### src/rtl/tdm_pkg.sv
// tdm_pkg: shared slot geometry and framing state for the 4-channel TDM receiver
package tdm_pkg;
    localparam int NUM_SLOTS = 4;
    localparam int SLOT_W    = 2;

    typedef enum logic {
        HUNT   = 1'b0,
        LOCKED = 1'b1
    } tdm_state_t;
endpackage

### src/rtl/tdm_slot_ctr.sv
// tdm_slot_ctr: 2-bit slot counter with load-to-1, wrap increment, clear and hold
//   clk, rst_n : clock, asynchronous active-low reset
//   i_load     : set slot to 1 (slot 0 just consumed)
//   i_inc      : advance slot, wrapping 3 -> 0
//   i_clr      : force slot to 0
//   o_slot     : next expected slot
//   o_last     : high while o_slot is the final slot of the frame
module tdm_slot_ctr
    import tdm_pkg::*;
(
    input  logic              clk,
    input  logic              rst_n,
    input  logic              i_load,
    input  logic              i_inc,
    input  logic              i_clr,
    output logic [SLOT_W-1:0] o_slot,
    output logic              o_last
);
    logic [SLOT_W-1:0] r_slot;

    always_ff @(posedge clk or negedge rst_n) begin
        if (!rst_n)
            r_slot <= '0;
        else if (i_clr)
            r_slot <= '0;
        else if (i_load)
            r_slot <= SLOT_W'(1);
        else if (i_inc)
            r_slot <= r_slot + SLOT_W'(1);
    end

    assign o_slot = r_slot;
    assign o_last = r_slot == SLOT_W'(NUM_SLOTS - 1);
endmodule

### src/rtl/tdm_demux4.sv
// tdm_demux4: receive end of a round-robin 4:1 TDM link, one frame -> four channel registers
//   clk, rst_n       : clock, asynchronous active-low reset
//   din, din_valid   : serial beat and its qualifier
//   frame_sync       : marks the current beat as slot 0
//   y0..y3           : channel outputs, updated together once per complete frame
//   frame_valid      : one-cycle pulse when y0..y3 update
//   slot             : next expected slot
//   locked, sync_err : link supervision (lock status, framing-violation pulse)
module tdm_demux4
    import tdm_pkg::*;
#(
    parameter int WIDTH = 1
) (
    input  logic              clk,
    input  logic              rst_n,
    input  logic [WIDTH-1:0]  din,
    input  logic              din_valid,
    input  logic              frame_sync,
    output logic [WIDTH-1:0]  y0,
    output logic [WIDTH-1:0]  y1,
    output logic [WIDTH-1:0]  y2,
    output logic [WIDTH-1:0]  y3,
    output logic              frame_valid,
    output logic [SLOT_W-1:0] slot,
    output logic              locked,
    output logic              sync_err
);
    tdm_state_t        r_state;
    logic [WIDTH-1:0]  r_sh0, r_sh1, r_sh2;
    logic [WIDTH-1:0]  r_y0, r_y1, r_y2, r_y3;
    logic              r_fv, r_err, r_locked;
    logic [SLOT_W-1:0] w_slot;
    logic              w_last, w_in_lock, w_load, w_inc, w_clr;

    assign w_in_lock = din_valid && r_state == LOCKED && !frame_sync;
    // Any sync beat restarts the frame at slot 1, whether hunting, on time or early.
    assign w_load    = din_valid && frame_sync;
    assign w_inc     = w_in_lock && w_slot != '0;
    // A non-sync beat where slot 0 was expected drops lock.
    assign w_clr     = w_in_lock && w_slot == '0;

    tdm_slot_ctr u_ctr (
        .clk    (clk),
        .rst_n  (rst_n),
        .i_load (w_load),
        .i_inc  (w_inc),
        .i_clr  (w_clr),
        .o_slot (w_slot),
        .o_last (w_last)
    );

    always_ff @(posedge clk or negedge rst_n) begin
        if (!rst_n) begin
            r_state  <= HUNT;
            r_locked <= 1'b0;
            r_sh0    <= '0;
            r_sh1    <= '0;
            r_sh2    <= '0;
            r_y0     <= '0;
            r_y1     <= '0;
            r_y2     <= '0;
            r_y3     <= '0;
            r_fv     <= 1'b0;
            r_err    <= 1'b0;
        end else begin
            r_fv  <= 1'b0;
            r_err <= 1'b0;
            if (din_valid) begin
                if (frame_sync) begin
                    r_sh0    <= din;
                    r_state  <= LOCKED;
                    r_locked <= 1'b1;
                    // Early sync: the partial frame is simply abandoned in the shadows.
                    r_err    <= r_state == LOCKED && w_slot != '0;
                end else if (r_state == LOCKED) begin
                    if (w_slot == '0) begin
                        r_err    <= 1'b1;
                        r_state  <= HUNT;
                        r_locked <= 1'b0;
                    end else if (w_last) begin
                        r_y0 <= r_sh0;
                        r_y1 <= r_sh1;
                        r_y2 <= r_sh2;
                        r_y3 <= din;
                        r_fv <= 1'b1;
                    end else if (w_slot == SLOT_W'(1)) begin
                        r_sh1 <= din;
                    end else begin
                        r_sh2 <= din;
                    end
                end
            end
        end
    end

    assign y0          = r_y0;
    assign y1          = r_y1;
    assign y2          = r_y2;
    assign y3          = r_y3;
    assign frame_valid = r_fv;
    assign sync_err    = r_err;
    assign locked      = r_locked;
    assign slot        = w_slot;
endmodule

### config.mk
export PLATFORM = sky130hd
export DESIGN_NAME = tdm_demux4
export DESIGN_NICKNAME = d
export VERILOG_FILES = /design/src/rtl/tdm_pkg.sv /design/src/rtl/tdm_slot_ctr.sv /design/src/rtl/tdm_demux4.sv
export SDC_FILE = /design/constraint.sdc
export NUM_CORES = 1
export LEC_CHECK = 0
export CELL_PAD_IN_SITES_DETAIL_PLACEMENT = 0
export CELL_PAD_IN_SITES_GLOBAL_PLACEMENT = 2
export CORE_MARGIN = 2
export CORE_UTILIZATION = 30
export CTS_CLUSTER_DIAMETER = 60
export DETAILED_ROUTE_END_ITERATION = 8
export PLACE_DENSITY_LB_ADDON = 0.1
export SYNTH_ARGS = -nofsm -noshare
export SYNTH_HDL_FRONTEND = slang
export SYNTH_SLANG_ARGS = --single-unit
export TNS_END_PERCENT = 5
### constraint.sdc
create_clock -name clk -period 2.6 [get_ports clk]
set_input_delay 0.52 -clock clk [delete_from_list [all_inputs] [get_ports clk]]
set_output_delay 0.52 -clock clk [all_outputs]
set_load 0.05 [all_outputs]
Word-level counts from Yosys, hierarchy flattened
Index checks and enable logic that the tools add are counted.

Output and inout bits: 9. Flip-flop bits (word level): 13. Logic and storage cells: 54. Bits of input ports: 5.

Reduce and logical (&&, ||, !) cells: 17. Mux-type cells: 18. $add $sub $neg: 1. Bitwise logic cells: 4. Eq/ne operators: 2.

Operator list (number): 2-to-1 mux 1 bit (15); AND reduction 6 bit (2); logical AND 1 bit (6); 2-to-1 mux 2 bit (3); nonzero test 2 bit (3); AND reduction 5 bit (1); NOT 1 bit (4); AND reduction 3 bit (1); nonzero test 3 bit (1); adder 2 x 1 -> 2 bit, second input constant (1); == test 2 x 1 -> 1 bit, second input constant (1); == test 2 bit, second input constant (1); logical NOT 2 bit (1); AND reduction 2 bit (1); logical NOT 1 bit (1).

Depth between registers and ports, before layout
Gate-level depths: netlist (run 1).

Depth after elaboration: 6. Depth in mapped cells: 5. Gate-level depth less buffers: 5.

Modules after synthesis
A second synthesis (run 1) with hierarchy kept.

Cell total of the unflattened synthesis: 42. Area total of the unflattened synthesis: 563.0 um^2.

By module, submodules not included: tdm_demux4 (times used 1, area each 467.9 um^2, cells an instance 34, seq. area each 275.3 um^2); tdm_slot_ctr (times used 1, area each 95.1 um^2, cells an instance 8, seq. area each 50.0 um^2).

Worst setup path before layout (run 1)
OpenSTA, ideal clock, no wires.

Path kind: register to register. Start: register u_ctr.r_slot[0] (netlist: u_ctr.o_slot[0]). End: register r_sh2. Cell stages (with the launch flop): 6. Path buffers: 0. Setup slack: 0.509 ns. Setup time: 0.125 ns. Data required time: 2.475 ns. Clock period less this slack: 2.091 ns. Data arrival time: 1.966 ns. Cells stage by stage: dfrtp_1 inv_1 ha_1 or3_1 nor3_1 mux2_2.

Cells in the longest elaborated chain, start to end: 3. Elaborated cells between the ends (all ways): 7. Classes of those cells: eq/ne (2); bitwise (3); reduce/logical (2).

RTL lines: from (decl) (line tdm_slot_ctr.sv:19) `logic [SLOT_W-1:0] r_slot;`; from (signal assigned) (line tdm_slot_ctr.sv:29) `r_slot <= r_slot + SLOT_W'(1);`; == test 2 x 1 -> 1 bit, or another cell as far along (line tdm_demux4.sv:86) `end else if (w_slot == SLOT_W'(1)) begin`; NOT 1 bit (no source line); AND reduction 6 bit (no source line) (*); to (signal assigned) (line tdm_demux4.sv:89) `r_sh2 <= din;`; to (decl) (line tdm_demux4.sv:29) `logic [WIDTH-1:0] r_sh0, r_sh1, r_sh2;`.

Every way passes the cells marked *; elsewhere a longest branch is shown, timed or not. A chain may end at the register's enable or synchronous reset.

Worst setup path after layout (run 1)
Start: register u_ctr.r_slot[0] (netlist: u_ctr.o_slot[0]). End: output slot[0].

RTL lines: to (decl) (line tdm_demux4.sv:24) `output logic [SLOT_W-1:0] slot,`.

No word-level cell between the ends.

==> results of run 1 <==
## placed cells by master, fill, tap and decap left out, drive strengths merged
cell type       n
a22o            1
nor4b           1
dfrtp          13
mux2            7
nor3b           2
o21ai           2
o22ai           1
nand2           7
o32a            1
ha              5
clkdlybuf4s50  13
nor2            1
or3             1
buf             1
nor3            2
inv             4
mux2i           1
clkbuf          4
## registers in the layout, summed over array words and instances (netlist names)
register	count
r_sh2	1
locked	1
r_state	1
frame_valid	1
y3	1
y0	1
y1	1
r_sh0	1
y2	1
sync_err	1
r_sh1	1
u_ctr.o_slot	2
## power by group through the flow
stage	Clock, W	Combinational (W)	Sequential, W
after floorplan	0	0.000161	0.000467
after global placement	0	0.000449	0.000320
after detailed placement	0	0.000442	0.000321
after CTS	0.000127	0.000447	0.000317
after global routing	0.000142	0.000476	0.000327
final	0.000119	0.000442	0.000317
## layout make-up
type / instances / area [um2]
clock buffers: 4 / 26.28
repair buffers: 14 / 137.6
fillers: 193 / 1162
flip-flops and latches: 13 / 325.3
multi-input cells: 32 / 281.5
well taps: 27 / 33.78
inverters: 4 / 15.01
## cells by family (layout without fill, tap and decap cells)
| logic type | Yosys count | count (layout) | share of synthesized area |
|---|---|---|---|
| simple gates | 14 | 14 | 0.1462 |
| flops | 13 | 13 | 0.5138 |
| fa+ha+maj | 5 | 5 | 0.09881 |
| buf+inv | 5 | 22 | 0.04149 |
| mux | 8 | 8 | 0.1403 |
| compound gates | 5 | 5 | 0.05929 |
## routing by layer
metal  up-vias  wire [um]
met3         0         66
met1       198        494
met5         -          0
met4         0          0
li1        210          -
met2        12        539
## final timing paths
kind / slack, ps / start / endpoint
hold / removal: 510 / r_sh1$_DFFE_PN0P_ / r_sh1$_DFFE_PN0P_
max in group asynchronous: 1610 / rst_n / r_sh0$_DFFE_PN0P_
min in group asynchronous: 620 / rst_n / y3$_DFFE_PN0P_
hold reg to reg: 510 / r_sh1$_DFFE_PN0P_ / r_sh1$_DFFE_PN0P_
setup / recovery: 500 / u_ctr.o_slot[0]$_DFFE_PN0P_ / slot[0]
setup reg to reg: 690 / u_ctr.o_slot[0]$_DFFE_PN0P_ / r_sh2$_DFFE_PN0P_
## per-stage QoR
stage                     instance area, um2  utilization  setup slack [ps]
final                                  819.5       0.4135             504.7
after global routing                   819.5       0.4135             438.2
after CTS                              819.5       0.4135             479.6
after detailed placement               793.3       0.4003             424.9
after global placement                 793.3       0.4003             458.6
after floorplan                        633.1            -             508.9
==> metrics.yaml, run 1 <==
layout:
  antennaDiodeCount: 0
  area_delta_synth_final_pct: 29.45
  finalNetCount: 78
  final_cells: 94
  drive_gt1_frac: 0.2239
synth:
  synthCells: 50
  synthTopCellsByArea: "dfrtp_1 (51%), mux2_2 (12%), ha_1 (9.9%)"
  yosysWarnings: 0
  synth_top_cell_area_share: 0.5138
  yosysTopAreaCell: "dfrtp_1"
  avgSynthCellArea_um2: 12.66
  yosysMostFrequentCell: "dfrtp_1"
  ys_types: 17
  synth_common_cells: "dfrtp_1 (13), mux2_2 (7), nand2_1 (6)"
  synth_top_flop_cell: "dfrtp_1"
  ys_seq_elements: 13
  synth_seq_area_share: 0.5138
  synthArstFlopShare: 1.000
  syn-num-nets: 60
  syn-cell-area_um2: 633.1
  synth_edf_count: 0
floorplanning:
  die_area_um2: 2494
  row_count: 16
  start_util: 0.3194
  die_w_um: 49.94
  die_y_um: 49.94
  io_pins: 14
  core_area_um2: 1982
cts:
  cts_setup_buffers: 0
  cts_tree: "done"
  clock_sinks: 13
  root_buffer: "clkbuf_4"
  cts_buffers: 3
  htreeDepth: 1
  post_cts_resized: 0
  path_clk_slew_ps: 70
  insertion_delay_ps: 270
  clock_path_buffers: 2
  hold_buffers: 0
global_routing:
  use_met1: 0.1356
  grt_use_met3: 0.04545
  grt_usage: 0.1077
  grt_overflow: 0
  grt_max_degree: 14
  grt_pass1_wl_um: 1994
  grt_pass1_vias: 410
  grt.busiest_layer: "met2"
  met2_usage: 0.1689
  antenna_found_initial: 0
worst_setup_path:
  required_ps: 2080
  cp_max_fo: 7
  crit_chain: "clkdlybuf4s50_1"
  start_kind: "flip-flop"
  slowest_delay_ps: 840
  critical_path_depth: 1
  end_kind: "output pin"
  arrival_ps: 1580
  critPathBufInv: 1
  cpLargestDelayFamily: "buffers and inverters"
  reg2reg_depth: 5
  critPathKind: "reg -> out"
  slowest_stage: "clkdlybuf4s50_1"
sta:
  fin_tns_setup_ps: 0
  setup_viol: 0
  worst_slew_pin_slew_ps: 576.5
  layout_min_cycle_time_ps: 2095
  grt_setup_unrepaired: "no"
  fin_hold_ws_ps: 508.4
  max-slew-margin-rel: 0.6145
  max_freq_ghz: 0.4773
  final_hold_viol_count: 0
  fin_crit_sh: 0.8059
  fin_skew_ps: 3.816
  maxSlewViolCount: 0
placed_design:
  gp_congestion: 0.7172
  place_inst: 90
  port_buffers: 13
detailed_routing:
  drt_first_iter_violations: 2
  vias: 420
  routed_wl_um: 1100
  via_per_inst: 4.468
  first_pass_iters: 2
  postRouteAntennaNets: 0
  drc: 0
  wl_per_cell_um: 11.70
pwr:
  p_int_w: 0.0005010
  p_sw_w: 0.0003779
  vdd_drop_max_mv: 0.5167
  comb_power_share: 0.503
  clock_power_share: 0.136
  p_per_area_nw_per_um2: 1072
  p_seq_frac: 0.361
  p_sw_frac: 0.4300
  total_power_w: 0.0008789
  p_leak_nw: 0.3675
hold_path:
  hold_depth: 1
  hold_path.class: "reg -> reg"
status:
  status: "finished clean"
job:
  drv_cap: 0
Note: power is estimated with default switching activity, not from simulation.
==> inputs of run 2 (changes only) <==
--- a/config.mk
+++ b/config.mk
@@ -8,7 +8,7 @@
 export CELL_PAD_IN_SITES_DETAIL_PLACEMENT = 0
 export CELL_PAD_IN_SITES_GLOBAL_PLACEMENT = 2
 export CORE_MARGIN = 2
-export CORE_UTILIZATION = 30
+export CORE_UTILIZATION = 28
 export CTS_CLUSTER_DIAMETER = 60
 export DETAILED_ROUTE_END_ITERATION = 8
 export PLACE_DENSITY_LB_ADDON = 0.1
==> constraint.sdc (replaced) <==
create_clock -name clk -period 1.8 [get_ports clk]
set_input_delay 0.36 -clock clk [delete_from_list [all_inputs] [get_ports clk]]
set_output_delay 0.36 -clock clk [all_outputs]
set_load 0.05 [all_outputs]
==> run 2 against run 1 <==
Effect of this change: flip-flop and latch count stayed put; wire length is 3.1% higher; hold slack worse by 210 ps; register-to-register slack worse by 550 ps.
==> metrics.yaml, run 2 (synthesis results as in run 1) <==
worst_setup_path:
  end_kind: "flip-flop"
  arrival_ps: 1820  # +240 ps
  r2r_start: "u_ctr.o_slot[0]$_DFFE_PN0P_"
  r2r-end: "r_sh2$_DFFE_PN0P_"
  cp_max_fo: 7  # unchanged
  reg2reg_depth: 4  # -1
  required_ps: 1960  # -120 ps
  critPathKind: "reg -> reg"
  start_kind: "flip-flop"
  ff2ff_setup_slack_ps: 140  # -550 ps
floorplanning:
  die_y_um: 51.55  # +3.2%
  start_util: 0.2918  # -0.02763
  core_area_um2: 2170  # +9.5%
  die_w_um: 51.55  # +3.2%
  io_pins: 14  # unchanged
  die_area_um2: 2657  # +6.6%
  row_count: 17  # +1
cts:
  insertion_delay_ps: 270  # about the same
  post_cts_resized: 0  # unchanged
  cts_tree: "done"
  htreeDepth: 1  # unchanged
  root_buffer: "clkbuf_4"
  clock_path_buffers: 2  # unchanged
  hold_buffers: 0  # unchanged
  cts_setup_buffers: 0  # unchanged
  path_clk_slew_ps: 80  # about the same
  cts_buffers: 3  # unchanged
  clock_sinks: 13  # unchanged
layout:
  drive_gt1_frac: 0.4722  # +0.2483
  finalNetCount: 83  # +6.4%
  antennaDiodeCount: 0  # unchanged
  largest_register_ff_count: 2  # unchanged
  design_area_um2: 850.8  # +3.8%
  final_common_cell: "buf_4"
  layout_common_cells: "buf_4 (15), dfrtp_1 (11), mux2_2 (7)"
  fill_cells: 249  # +29%
  area_delta_synth_final_pct: 34.39
pwr:
  vdd_drop_max_mv: 0.6009  # +16%
  total_power_w: 0.001293  # +47%
  p_per_area_nw_per_um2: 1519  # +42%
  p_int_w: 0.0007329  # +46%
  p_seq_frac: 0.356  # -0.005
  comb_power_share: 0.506  # +0.003
  p_sw_w: 0.0005597  # +48%
  p_sw_frac: 0.4330  # +0.003054
  p_leak_nw: 0.4018  # +9.3%
  clock_power_share: 0.138  # +0.002
sta:
  setup_viol: 0  # unchanged
  fin_skew_ps: 3.484  # -0.3326 ps
  max_freq_ghz: 0.6010
  worst_slew_pin_slew_ps: 364.5  # -212.0 ps
  fin_crit_sh: 0.9244
  layout_min_cycle_time_ps: 1664
  max-slew-margin-rel: 0.7560  # +0.1415
  final_hold_viol_count: 0  # unchanged
  grt_setup_unrepaired: "no"
  maxSlewViolCount: 0  # unchanged
placed_design:
  dp_hpwl_um: 916.3
  port_buffers: 13  # unchanged
  placement.cell_area_um2: 824.5  # +3.9%
  gp_congestion: 0.6622  # -7.7%
job:
  drv_cap: 0  # unchanged
detailed_routing:
  via_per_inst: 4.330  # -3.1%
  drc: 0  # unchanged
  first_pass_iters: 2  # unchanged
  routed_wl_um: 1134  # +3.1%
  wl_per_cell_um: 11.34  # -3.1%
  postRouteAntennaNets: 0  # unchanged
  drt_first_iter_violations: 1  # -1
  vias: 433  # +3.1%
hold_path:
  hold_path.class: "in -> async"
global_routing:
  grt_usage: 0.1010  # -0.006671
  grt_max_degree: 10  # -4
  grt_overflow: 0  # unchanged
  grt_pass1_vias: 458  # +12%
  grt_pass1_wl_um: 1966  # -1.4%
  antenna_found_initial: 0  # unchanged
status:
  status: "finished clean"
## run 2: area by class of cell
class | count | area [um2] | share of cell area
clock buffer | 4 | 26.28 | 0.03088
inverter | 4 | 15.01 | 0.01765
multi-input combinational | 32 | 294.0 | 0.3456
sequential | 13 | 327.8 | 0.3853
tap | 28 | 35.03 | 0.04118
timing repair buffer | 19 | 152.6 | 0.1794
## run 2: worst max-delay path by stage
stage | from | endpoint | slack (ps)
finish | u_ctr.o_slot[0]$_DFFE_PN0P_ | r_sh2$_DFFE_PN0P_ | 140
CTS | u_ctr.o_slot[0]$_DFFE_PN0P_ | r_sh2$_DFFE_PN0P_ | 110
global placement | din_valid | y1$_DFFE_PN0P_ | -50
floorplan | u_ctr.o_slot[0]$_DFFE_PN0P_ | r_sh2$_DFFE_PN0P_ | 2
global route | u_ctr.o_slot[0]$_DFFE_PN0P_ | r_sh2$_DFFE_PN0P_ | 30
detailed placement | din_valid | y1$_DFFE_PN0P_ | -60
## run 2: power by group through the flow
stage                     sequential (W)  combinational, W  clock [W]
after floorplan                 0.000681          0.000252          0
after global placement          0.000468          0.000668          0
after detailed placement        0.000469          0.000665          0
after CTS                       0.000463          0.000666   0.000189
after global routing            0.000475          0.000709   0.000211
final                           0.000461          0.000654   0.000178
## run 2: metal layers
layer / GRT usage / wire length, um / up-vias
met5: 0 / 0 / -
met4: 0.02632 / 0 / 0
met2: 0.1624 / 519 / 13
met3: 0.05460 / 83 / 0
met1: 0.1170 / 530 / 203
li1: - / - / 217
## run 2: per-stage QoR
step	util	worst slack [ps]	cells	setup TNS, ps	hold slack, ps
final	0.3922	136.1	100	0	302.8
after detailed placement	0.3800	-56.36	96	-208.7	485.9
after floorplan	-	2.088	50	0	64.41
after global routing	0.3922	32.50	100	0	285.8
after global placement	0.3800	-45.31	96	-167.4	486.5
after CTS	0.3922	111.2	100	0	302.5
## run 2: worst max-delay path, stage by stage, from the launching register on
cell and delay (ps):
dfrtp_2 460, ha_1 220, or3_1 340, nor3_1 170
mux2_2 350
==> inputs of run 3 (changes only) <==
--- a/config.mk
+++ b/config.mk
@@ -5,6 +5,7 @@
 export SDC_FILE = /design/constraint.sdc
 export NUM_CORES = 1
 export LEC_CHECK = 0
+export CAP_MARGIN = 20
 export CELL_PAD_IN_SITES_DETAIL_PLACEMENT = 0
 export CELL_PAD_IN_SITES_GLOBAL_PLACEMENT = 2
 export CORE_MARGIN = 2
==> results of run 3 <==
No change in the layout: final DEF, timing and power equal those of run 2.
==> RTL change, RTL diff (config.mk and constraints of run 3) <==
`SLOT_W`: 2 -> 4.
--- a/src/rtl/tdm_pkg.sv
+++ b/src/rtl/tdm_pkg.sv
@@ -3,3 +3,3 @@
     localparam int NUM_SLOTS = 4;
-    localparam int SLOT_W    = 2;
+    localparam int SLOT_W    = 4;
 
Ports: changed (resized slot); port bits go from 14 to 16. The function was not compared with the original's and may differ.
==> RTL change against run 3 <==
The run now ends with setup timing left; worst hold slack improved by 0.083 ns; synthesized cell count up 20%; combinational power rose by 61%; sequential cell count grew 2; routed wire length up 42%; global-route usage grew 1.8 points; cell area increased by 26%; via count up 32%; setup slack worse by 0.18 ns; total power increased by 40%; non-clock buffer count increased by 9; area after synthesis up 17%; fmax down 9.9%; critical path type unchanged; largest cell class is now multi-input combinational cells; largest power group unchanged.
==> RTL change: results (changes against run 3) <==
[timing]
finalSetupTns_ns = -0.0849  ; -0.0849 ns
setup_ws_ns = -0.0469  ; -0.183 ns
setup_violations = 3  ; +3
skew_ns = 0.000307  ; -0.00318 ns

[pwr]
seq_power_mw = 0.566  ; +23%
netSwitchingPower_mw = 0.810  ; +45%
ir_worst_vdd_mv = 0.694  ; +15%

[layout]
fillerInstances = 243  ; -2.4%
finalNetCount = 98  ; +18%
largest_reg_flops = 4  ; +2
final_layout_size_suffix_gt1_share_pct = 51.7  ; +4.5 points
final.clkbuf_count = 3  ; -1

[clock_network]
post_cts_buffers = 1  ; +1

[global_route]
grt.met3_usage_pct = 3.51  ; -1.9 points
grt_use_total_pct = 11.9  ; +1.8 points
grt_pass1_vias = 559  ; +22%
grt_use_met1_pct = 16.4  ; +4.7 points

[placed_design]
port_buffers = 15  ; +2
hpwl_um = 1160  ; +26%
dpl_cell_area_sq_um = 976  ; +18%

[detailed_routing]
wl_met3_um = 70  ; -16%
viasPerCell = 4.80  ; +11%

[run_status]
failed_checks = setup timing
status = complete, but fails checks

[logic_synthesis]
synth_compound_area_share_pct = 10.8  ; +4.9 points
synth_fa_ha_area_share_pct = 5.08  ; -4.8 points
syn_nets = 68  ; +13%

[critical_path]
critPathCapture = r_sh1$_DFFE_PN0P_

[RTL change: per-stage QoR]
step / cells / util (%) / worst slack, ns / hold slack (ns)
after floorplan: 60 / - / -0.112 / 0.0644
after global placement: 112 / 39.4 / -0.110 / 0.478
after detailed placement: 112 / 39.4 / -0.134 / 0.477
after CTS: 117 / 41.9 / -0.0831 / 0.384
after global routing: 119 / 43.4 / -0.0915 / 0.407
final: 119 / 43.4 / -0.0469 / 0.386
[RTL change: worst min-delay path by stage]
stage                      start                           to  slack [ns]
6_report                   rst_n  u_ctr.o_slot[2]$_DFFE_PN0P_        0.39
2_1_floorplan              rst_n        frame_valid$_DFF_PN0_        0.06
3_5_place_dp   r_sh1$_DFFE_PN0P_               y1$_DFFE_PN0P_        0.48
4_1_cts                    rst_n  u_ctr.o_slot[2]$_DFFE_PN0P_        0.38
5_1_grt                    rst_n           locked$_DFFE_PN0P_        0.41
3_3_place_gp      y0$_DFFE_PN0P_               y0$_DFFE_PN0P_        0.48
